$ cat config.mk
export PLATFORM = sky130hd
export DESIGN_NAME = range_monitor
export DESIGN_NICKNAME = d
export VERILOG_FILES = /design/src/rtl/range_monitor.sv
export SDC_FILE = /design/constraint.sdc
export NUM_CORES = 1
export LEC_CHECK = 0
export ABC_AREA = 1
export CAP_MARGIN = 20
export CORE_MARGIN = 4
export CORE_UTILIZATION = 45
export DETAILED_ROUTE_END_ITERATION = 8
export HOLD_SLACK_MARGIN = 0.02
export PLACE_DENSITY = 0.76
export SETUP_SLACK_MARGIN = 0.1
export SYNTH_ARGS = -nofsm -noshare
export SYNTH_HDL_FRONTEND = slang
export SYNTH_SLANG_ARGS = --single-unit
$ cat constraint.sdc
create_clock -name clk -period 1.4 [get_ports clk]
set_input_delay 0.28 -clock clk [delete_from_list [all_inputs] [get_ports clk]]
set_output_delay 0.28 -clock clk [all_outputs]
set_load 0.1 [all_outputs]
$ cat src/rtl/range_monitor.sv
// -----------------------------------------------------------------------------
// range_monitor
//
// Watches NCH unsigned sample channels and flags any sample outside the
// inclusive window [LO, HI]. Monitoring is started with arm, which also
// starts a HOLDOFF-cycle blind period. The first checked violation while
// ARMED trips the monitor and captures the lowest-indexed offending channel
// and its value. Sticky flags and saturating counters keep updating while
// TRIPPED. All outputs are registered, so a checked sample shows up on the
// outputs one cycle after its sampling edge.
//
// Input qualifier: in_data is only looked at on a rising edge where
// in_valid=1 and the check is active (not DISARMED, holdoff expired). There
// is no back-pressure; samples that arrive while inactive are dropped.
//
// Command priority on any edge: disarm > clear > arm > sample check. A
// sample that coincides with disarm or clear is discarded.
//
// Ports
//   clk         : clock, all state updates on the rising edge
//   reset       : asynchronous active-high reset
//   arm         : start monitoring (only acts in DISARMED)
//   disarm      : stop monitoring, keeps sticky/count/trip data
//   clear       : zero sticky/count/trip data, TRIPPED -> ARMED
//   in_valid    : in_data qualifier
//   in_data     : NCH packed samples, channel i at [i*WIDTH +: WIDTH]
//   state       : 0=DISARMED, 1=ARMED, 2=TRIPPED (also the FSM debug view)
//   viol_any    : 1-cycle pulse after a checked sample with a violation
//   viol_sticky : per-channel sticky violation flags
//   viol_count  : per-channel saturating violation counters
//   trip_chan   : channel that caused the trip
//   trip_value  : sample value that caused the trip
// -----------------------------------------------------------------------------
module range_monitor #(
    parameter int WIDTH   = 4,
    parameter int NCH     = 4,
    parameter int LO      = 4,
    parameter int HI      = 11,
    parameter int HOLDOFF = 2,
    parameter int CNT_W   = 4,
    localparam int TC_W   = (NCH > 1) ? $clog2(NCH) : 1
) (
    input  logic                   clk,
    input  logic                   reset,
    input  logic                   arm,
    input  logic                   disarm,
    input  logic                   clear,
    input  logic                   in_valid,
    input  logic [NCH*WIDTH-1:0]   in_data,
    output logic [1:0]             state,
    output logic                   viol_any,
    output logic [NCH-1:0]         viol_sticky,
    output logic [NCH*CNT_W-1:0]   viol_count,
    output logic [TC_W-1:0]        trip_chan,
    output logic [WIDTH-1:0]       trip_value
);

    typedef enum logic [1:0] {
        S_DISARMED = 2'd0,
        S_ARMED    = 2'd1,
        S_TRIPPED  = 2'd2
    } state_t;

    localparam int HO_W = (HOLDOFF > 0) ? $clog2(HOLDOFF + 1) : 1;
    localparam logic [HO_W-1:0]  HO_LOAD = HO_W'(HOLDOFF);
    localparam logic [WIDTH-1:0] LO_V    = WIDTH'(LO);
    localparam logic [WIDTH-1:0] HI_V    = WIDTH'(HI);
    localparam logic [CNT_W-1:0] CNT_MAX = '1;

    state_t           state_q;
    logic [HO_W-1:0]  holdoff_q;

    logic             check_fire;
    logic [NCH-1:0]   viol;
    logic             any_viol;
    logic [TC_W-1:0]  first_idx;
    logic [WIDTH-1:0] first_val;

    assign state = state_q;

    // A sample is evaluated only when monitoring and past the blind period.
    assign check_fire = in_valid && (state_q != S_DISARMED) && (holdoff_q == '0);

    // Per-channel window test and lowest-index violator selection. Scanning
    // from the top down lets the lowest violating index win.
    always_comb begin
        viol      = '0;
        first_idx = '0;
        first_val = '0;
        for (int i = 0; i < NCH; i++) begin
            viol[i] = (in_data[i*WIDTH +: WIDTH] < LO_V) ||
                      (in_data[i*WIDTH +: WIDTH] > HI_V);
        end
        for (int i = NCH - 1; i >= 0; i--) begin
            if (viol[i]) begin
                first_idx = TC_W'(i);
                first_val = in_data[i*WIDTH +: WIDTH];
            end
        end
    end

    assign any_viol = |viol;

    always_ff @(posedge clk or posedge reset) begin
        if (reset) begin
            state_q     <= S_DISARMED;
            holdoff_q   <= '0;
            viol_any    <= 1'b0;
            viol_sticky <= '0;
            viol_count  <= '0;
            trip_chan   <= '0;
            trip_value  <= '0;
        end else begin
            viol_any <= 1'b0;

            // Holdoff runs down regardless of traffic; command branches
            // below may override it.
            if (holdoff_q != '0) begin
                holdoff_q <= holdoff_q - HO_W'(1);
            end

            if (disarm) begin
                state_q   <= S_DISARMED;
                holdoff_q <= '0;
            end else if (clear) begin
                viol_sticky <= '0;
                viol_count  <= '0;
                trip_chan   <= '0;
                trip_value  <= '0;
                if (state_q == S_TRIPPED) begin
                    state_q   <= S_ARMED;
                    holdoff_q <= '0;
                end
            end else if (arm && (state_q == S_DISARMED)) begin
                state_q   <= S_ARMED;
                holdoff_q <= HO_LOAD;
            end else if (check_fire) begin
                viol_any <= any_viol;
                for (int i = 0; i < NCH; i++) begin
                    if (viol[i]) begin
                        viol_sticky[i] <= 1'b1;
                        if (viol_count[i*CNT_W +: CNT_W] != CNT_MAX) begin
                            viol_count[i*CNT_W +: CNT_W] <=
                                viol_count[i*CNT_W +: CNT_W] + CNT_W'(1);
                        end
                    end
                end
                // Trip data is captured once; TRIPPED only accumulates stats.
                if ((state_q == S_ARMED) && any_viol) begin
                    state_q    <= S_TRIPPED;
                    trip_chan  <= first_idx;
                    trip_value <= first_val;
                end
            end
        end
    end

endmodule

After elaboration in Yosys (flattened, before gate mapping):

Cells that the tools add are included.

* bits in read-only memories: 0
* memories kept: 0
* memory bits (writable): 0
* logic and storage cells: 119
* flip-flop bits (word level): 31
* bits in latches: 0
* output and inout port bits: 29
* input port bits: 22

* shift operators: 0
* muxes and demuxes: 49
* multiply operators: 0
* magnitude comparators: 8
* reductions and logical operators: 35
* equality and inequality tests: 8
* divide/modulo/power cells: 0
* add/subtract/negate cells: 5
* bitwise logic cells: 1

Operators with widths (number)
* 4-bit two-way mux: 19
* 16-bit two-way mux: 3
* 2-bit two-way mux: 19
* 2-bit nonzero test: 12
* 4-bit AND reduction: 5
* 5-bit AND reduction: 4
* 4-bit by 1-bit adder with 4-bit output, second input constant: 4
* 4-bit > comparator, second input constant: 4
* 4-bit by 3-bit less-than comparator with 1-bit output, second input constant: 4
* 4-bit inequality test, second input constant: 4
* 1-bit two-way mux: 8
* 4-bit nonzero test: 2
* 1-bit logical AND: 4
* 2-bit zero test: 2
* 1-bit logical OR: 4
* 4-bit OR reduction: 1
* 3-bit by 2-bit inequality test with 1-bit output, second input constant: 1
* 3-bit AND reduction: 1
* 2-bit by 1-bit equality test with 1-bit output, second input constant: 1
* 2-bit equality test, second input constant: 1
* 2-bit inequality test, second input constant: 1
* 2-bit by 1-bit subtractor with 2-bit output, second input constant: 1
* 1-bit NOT: 1

Longest topological paths before layout:

* word-level depth: 10
* gate-level depth with buffers: 10
* mapped depth without buffers: 10

Worst setup path after synthesis:

No wires, ideal clock.

* path type: register to register
* start point: register viol_count[1]
* end point: register viol_count[0]
* buffers on the path: 0
* slack: -718 ps
* arrival time: 1994 ps
* period minus slack after synthesis: 2118 ps
* library setup time: 124 ps
* cell stages (with the launch flop): 9
* data required time: 1276 ps
* cells stage by stage: dfrtp_1 ha_1 nand2_1 inv_1 nand2_1 a21oi_1 nor2_4 nand3_1 o21ai_1

* cells in the longest elaborated chain, start to end: 3

RTL lines
* from (decl): RTL line 53 `output logic [NCH*CNT_W-1:0] viol_count,`
* from (signal, indexed assignment): RTL line 143 `viol_count[i*CNT_W +: CNT_W] <=`
* 4-bit inequality test: RTL line 142 `if (viol_count[i*CNT_W +: CNT_W] != CNT_MAX) begin`
* 2-bit nonzero test (no line)
* 5-bit AND reduction (no line)

No other way between the ends.
A chain may end at the register's enable or synchronous reset.

Worst setup path after layout:

* start point: register state_q[0] (netlist: state[0])
* end point: register state_q[0] (netlist: state[0])

* cells in the longest elaborated chain, start to end: 5
* elaborated cells between the ends (all ways): 15
* classes of those cells: eq/ne (3); mux (3); reduce/logical (9)

RTL lines
* from (decl): RTL line 70 `state_t state_q;`
* from (signal assigned): RTL line 106 `state_q <= S_DISARMED;`
* from (signal assigned): RTL line 123 `state_q <= S_DISARMED;`
* from (signal assigned): RTL line 131 `state_q <= S_ARMED;`
* 2-bit nonzero test / 2-bit zero test (equally long branches): RTL line 82, 134
* 1-bit logical AND, on equally long branches: RTL line 82, 134
* 1-bit logical AND / 2-bit two-way mux (equally long branches): RTL line 82, 134
* 4-bit nonzero test (no line) / 2-bit two-way mux (equally long branches)
* 3-bit AND reduction (no line) / 2-bit two-way mux (equally long branches)

Several ways; a longest one is shown, not always the timed one.

==> flow_summary.yaml <==
status:
  outcome: "finished with violations"
  violations: "setup timing"
power_and_ir_drop:
  peakVddDrop_v: 0.00148
  power_leakage_nw: 1.68
  p_clk_share_pct: 15.4
  power_frac_seq_pct: 28.3
  power_density_nw_per_um2: 1350
  cell_internal_pwr_mw: 2.47
  p_comb_share_pct: 56.3
  swShare_pct: 47.8
  netSwitchingPower_mw: 2.25
logic_synthesis:
  ys_types: 24
  avgSynthCellArea_um2: 7.41
  synth-main-ff-cell: "dfrtp_1"
  yosys_warnings: 0
  synthCells: 246
  synthesis.nets: 273
  ys_ff_latch: 31
  synth.top_cell.area_share_pct: 42.6
  netlist_top_cells_area: "dfrtp_1, nand2_1, nand3_1, inv_1, nor2_1"
  synth_edf_count: 0
  synth_area_leader_cell: "dfrtp_1"
  synth_common_cells: "nand2_1, nand3_1, dfrtp_1"
  yosysSeqAreaShare_pct: 42.6
  synth.most_common_cell: "nand2_1"
  synthesis.area_um2: 1820
  async_flop_share_pct: 100
sta:
  tightest_slew_ps: 293
  setup_viol: 17
  skew_ps: 15.6
  setup_slack_ps: -104
  finalHoldViolCount: 0
  slew_headroom_pct: 80.3
  fin_crit_sh_pct: 107
  slew_violations: 0
  min_period_ps: 1500
  fin_setup_tns_ps: -452
  fmax_mhz: 665
  grt_setup_unrepaired: "true"
global_routing:
  gr-total-overflow: 0
  antenna_found_initial: 0
  grt_max_degree: 32
  grt_usage_pct: 27.5
  grt_pass1_wl_mm: 10.8
  grt_pass1_vias: 2287
worst_setup_path:
  path_max_fanout: 5
  r2r_end: "state[0]"
  reg2reg_from: "state[0]"
  rrSetupSlack_ps: -100
  crit_type: "reg2reg"
  cp-endpoint: "state[0]"
  cp.required_ps: 1590
  endpoint_kind: "flip-flop"
  cp-startpoint: "state[0]"
  start_kind: "flip-flop"
  worstPathArrival_ps: 1690
  rr_worst_depth: 6
placement:
  gp_congestion: 0.883
  dp_cells: 373
  dpl.hpwl_mm: 3.90
  port_buffers: 50
die:
  dieArea_um2: 5130
  die_h_um: 71.7
  die_w_um: 71.7
  floorplan.initialDensity_pct: 48.0
  num_rows: 22
  io_pins: 51
  core_area_um2: 3800
clocking:
  cts-htree-levels: 2
  hold_buffers: 0
  ctsRootBufferMaster: "clkbuf_8"
  clock_sinks: 31
  clock_latency_ps: 310
  clk_pin_slew_ps: 80
  cts_tree: "built"
  numCtsBuffers: 5
  clock_path_buffers: 2
cells_and_area:
  syn2layout_area_growth_pct: 91.8
  drive_gt1_share_pct: 47.9
  instances_no_fill: 397
  fin_nets: 375
  diodes: 0
routing:
  vias_per_cell: 5.68
  routedWlPerCell_um: 19.7
  vias: 2255
  initialDrtViolationCount: 215
  dr.pass1.iters: 4
  wl_mm: 7.80
  drtAntennaViolNets: 0
  drc_errors: 0
run:
  maxCapViolCount: 0
worst_hold_path:
  hold_class: "in2async"
sequential cells by signal, summed over array words and instances (netlist names):
| signal | count |
|---|---|
| holdoff_q | 2 |
| viol_any | 1 |
| state | 2 |
| trip_value | 4 |
| viol_count | 16 |
| viol_sticky | 4 |
| trip_chan | 2 |
through the flow:
step / total power, mW / utilization, % / setup WS (ps) / hold WS (ps) / area, um^2
after floorplan: 2.67 / - / -127 / 343 / 1950
after detailed placement: 3.65 / 79.9 / -436 / 456 / 3040
after global routing: 4.86 / 92.1 / -177 / 331 / 3500
after CTS: 4.52 / 88.4 / 12.7 / 332 / 3360
after global placement: 3.60 / 79.9 / -371 / 451 / 3040
final: 4.72 / 92.1 / -104 / 311 / 3500
layout make-up:
| cell class | instances | area [um^2] |
|---|---|---|
| sequential | 31 | 823 |
| tap | 48 | 60.1 |
| clock buffer | 8 | 80.1 |
| inverter | 31 | 121 |
| timing repair buffer | 97 | 1190 |
| multi-input combinational | 182 | 1220 |
| fill | 140 | 302 |
per-layer routing:
metal  routed length [um]  share of wire, %  vias to the layer above  track usage (%)
met5                    0                 0                        -                0
li1                     -                 -                      990                -
met4                  455               5.8                        0             14.2
met2                 4020                52                      154             50.4
met3                  581               7.4                       42             8.27
met1                 2740                35                     1069             27.7
cell families (layout without fill, tap and decap cells):
kind of cell	Yosys count	in the layout	share of synthesized area, %
compound gates	27	27	8.10
xor+xnor	6	6	2.88
simple gates	143	144	35.6
fa+ha+maj	5	5	3.43
buf+inv	34	136	7.48
flops	31	31	42.6
cells in the final DEF, fill, tap and decap left out, types with 6 or more instances in the layout:
| cell | instances |
|---|---|
| nand3_1 | 23 |
| nor2_4 | 8 |
| o21ai_2 | 7 |
| buf_6 | 12 |
| nand2_2 | 14 |
| inv_2 | 6 |
| dfrtp_4 | 10 |
| inv_1 | 24 |
| buf_12 | 30 |
| nor2_1 | 16 |
| nand3_2 | 8 |
| dfrtp_1 | 13 |
| o21ai_1 | 6 |
| dlygate4sd2_1 | 9 |
| buf_4 | 34 |
| nand2_1 | 59 |
| dfrtp_2 | 8 |
| clkdlybuf4s50_1 | 12 |
power by group through the flow:
stage                     sequential, mW  clock [mW]  combinational [mW]
after floorplan                     2.26           0               0.406
after global placement              1.31           0                2.29
after detailed placement            1.32           0                2.33
after CTS                           1.31       0.700                2.51
after global routing                1.35       0.758                2.75
final                               1.33       0.728                2.66
critical path: stages (launching register included):
cell	delay (ps)
dfrtp_4	530
nor2_1	240
nor2_1	90
nor2_1	210
nand3_2	130
nand3_1	100
o21ai_1	80
timing repair:
item                       CTS  global route
hold endpoints to repair     0             0
pin swaps                   19            14
gates cloned                 1             0
gates resized for setup     51            25
setup endpoints to repair   34            36
setup buffers               12             4
worst min path at each step:
stage | to | cells after the start
after global placement | holdoff_q[0] | 1
after floorplan | holdoff_q[1] | 1
final | viol_any | 3
after detailed placement | holdoff_q[0] | 1
after global routing | viol_any | 3
after CTS | holdoff_q[0] | 3
No activity file was read; power rests on OpenSTA's default activity.
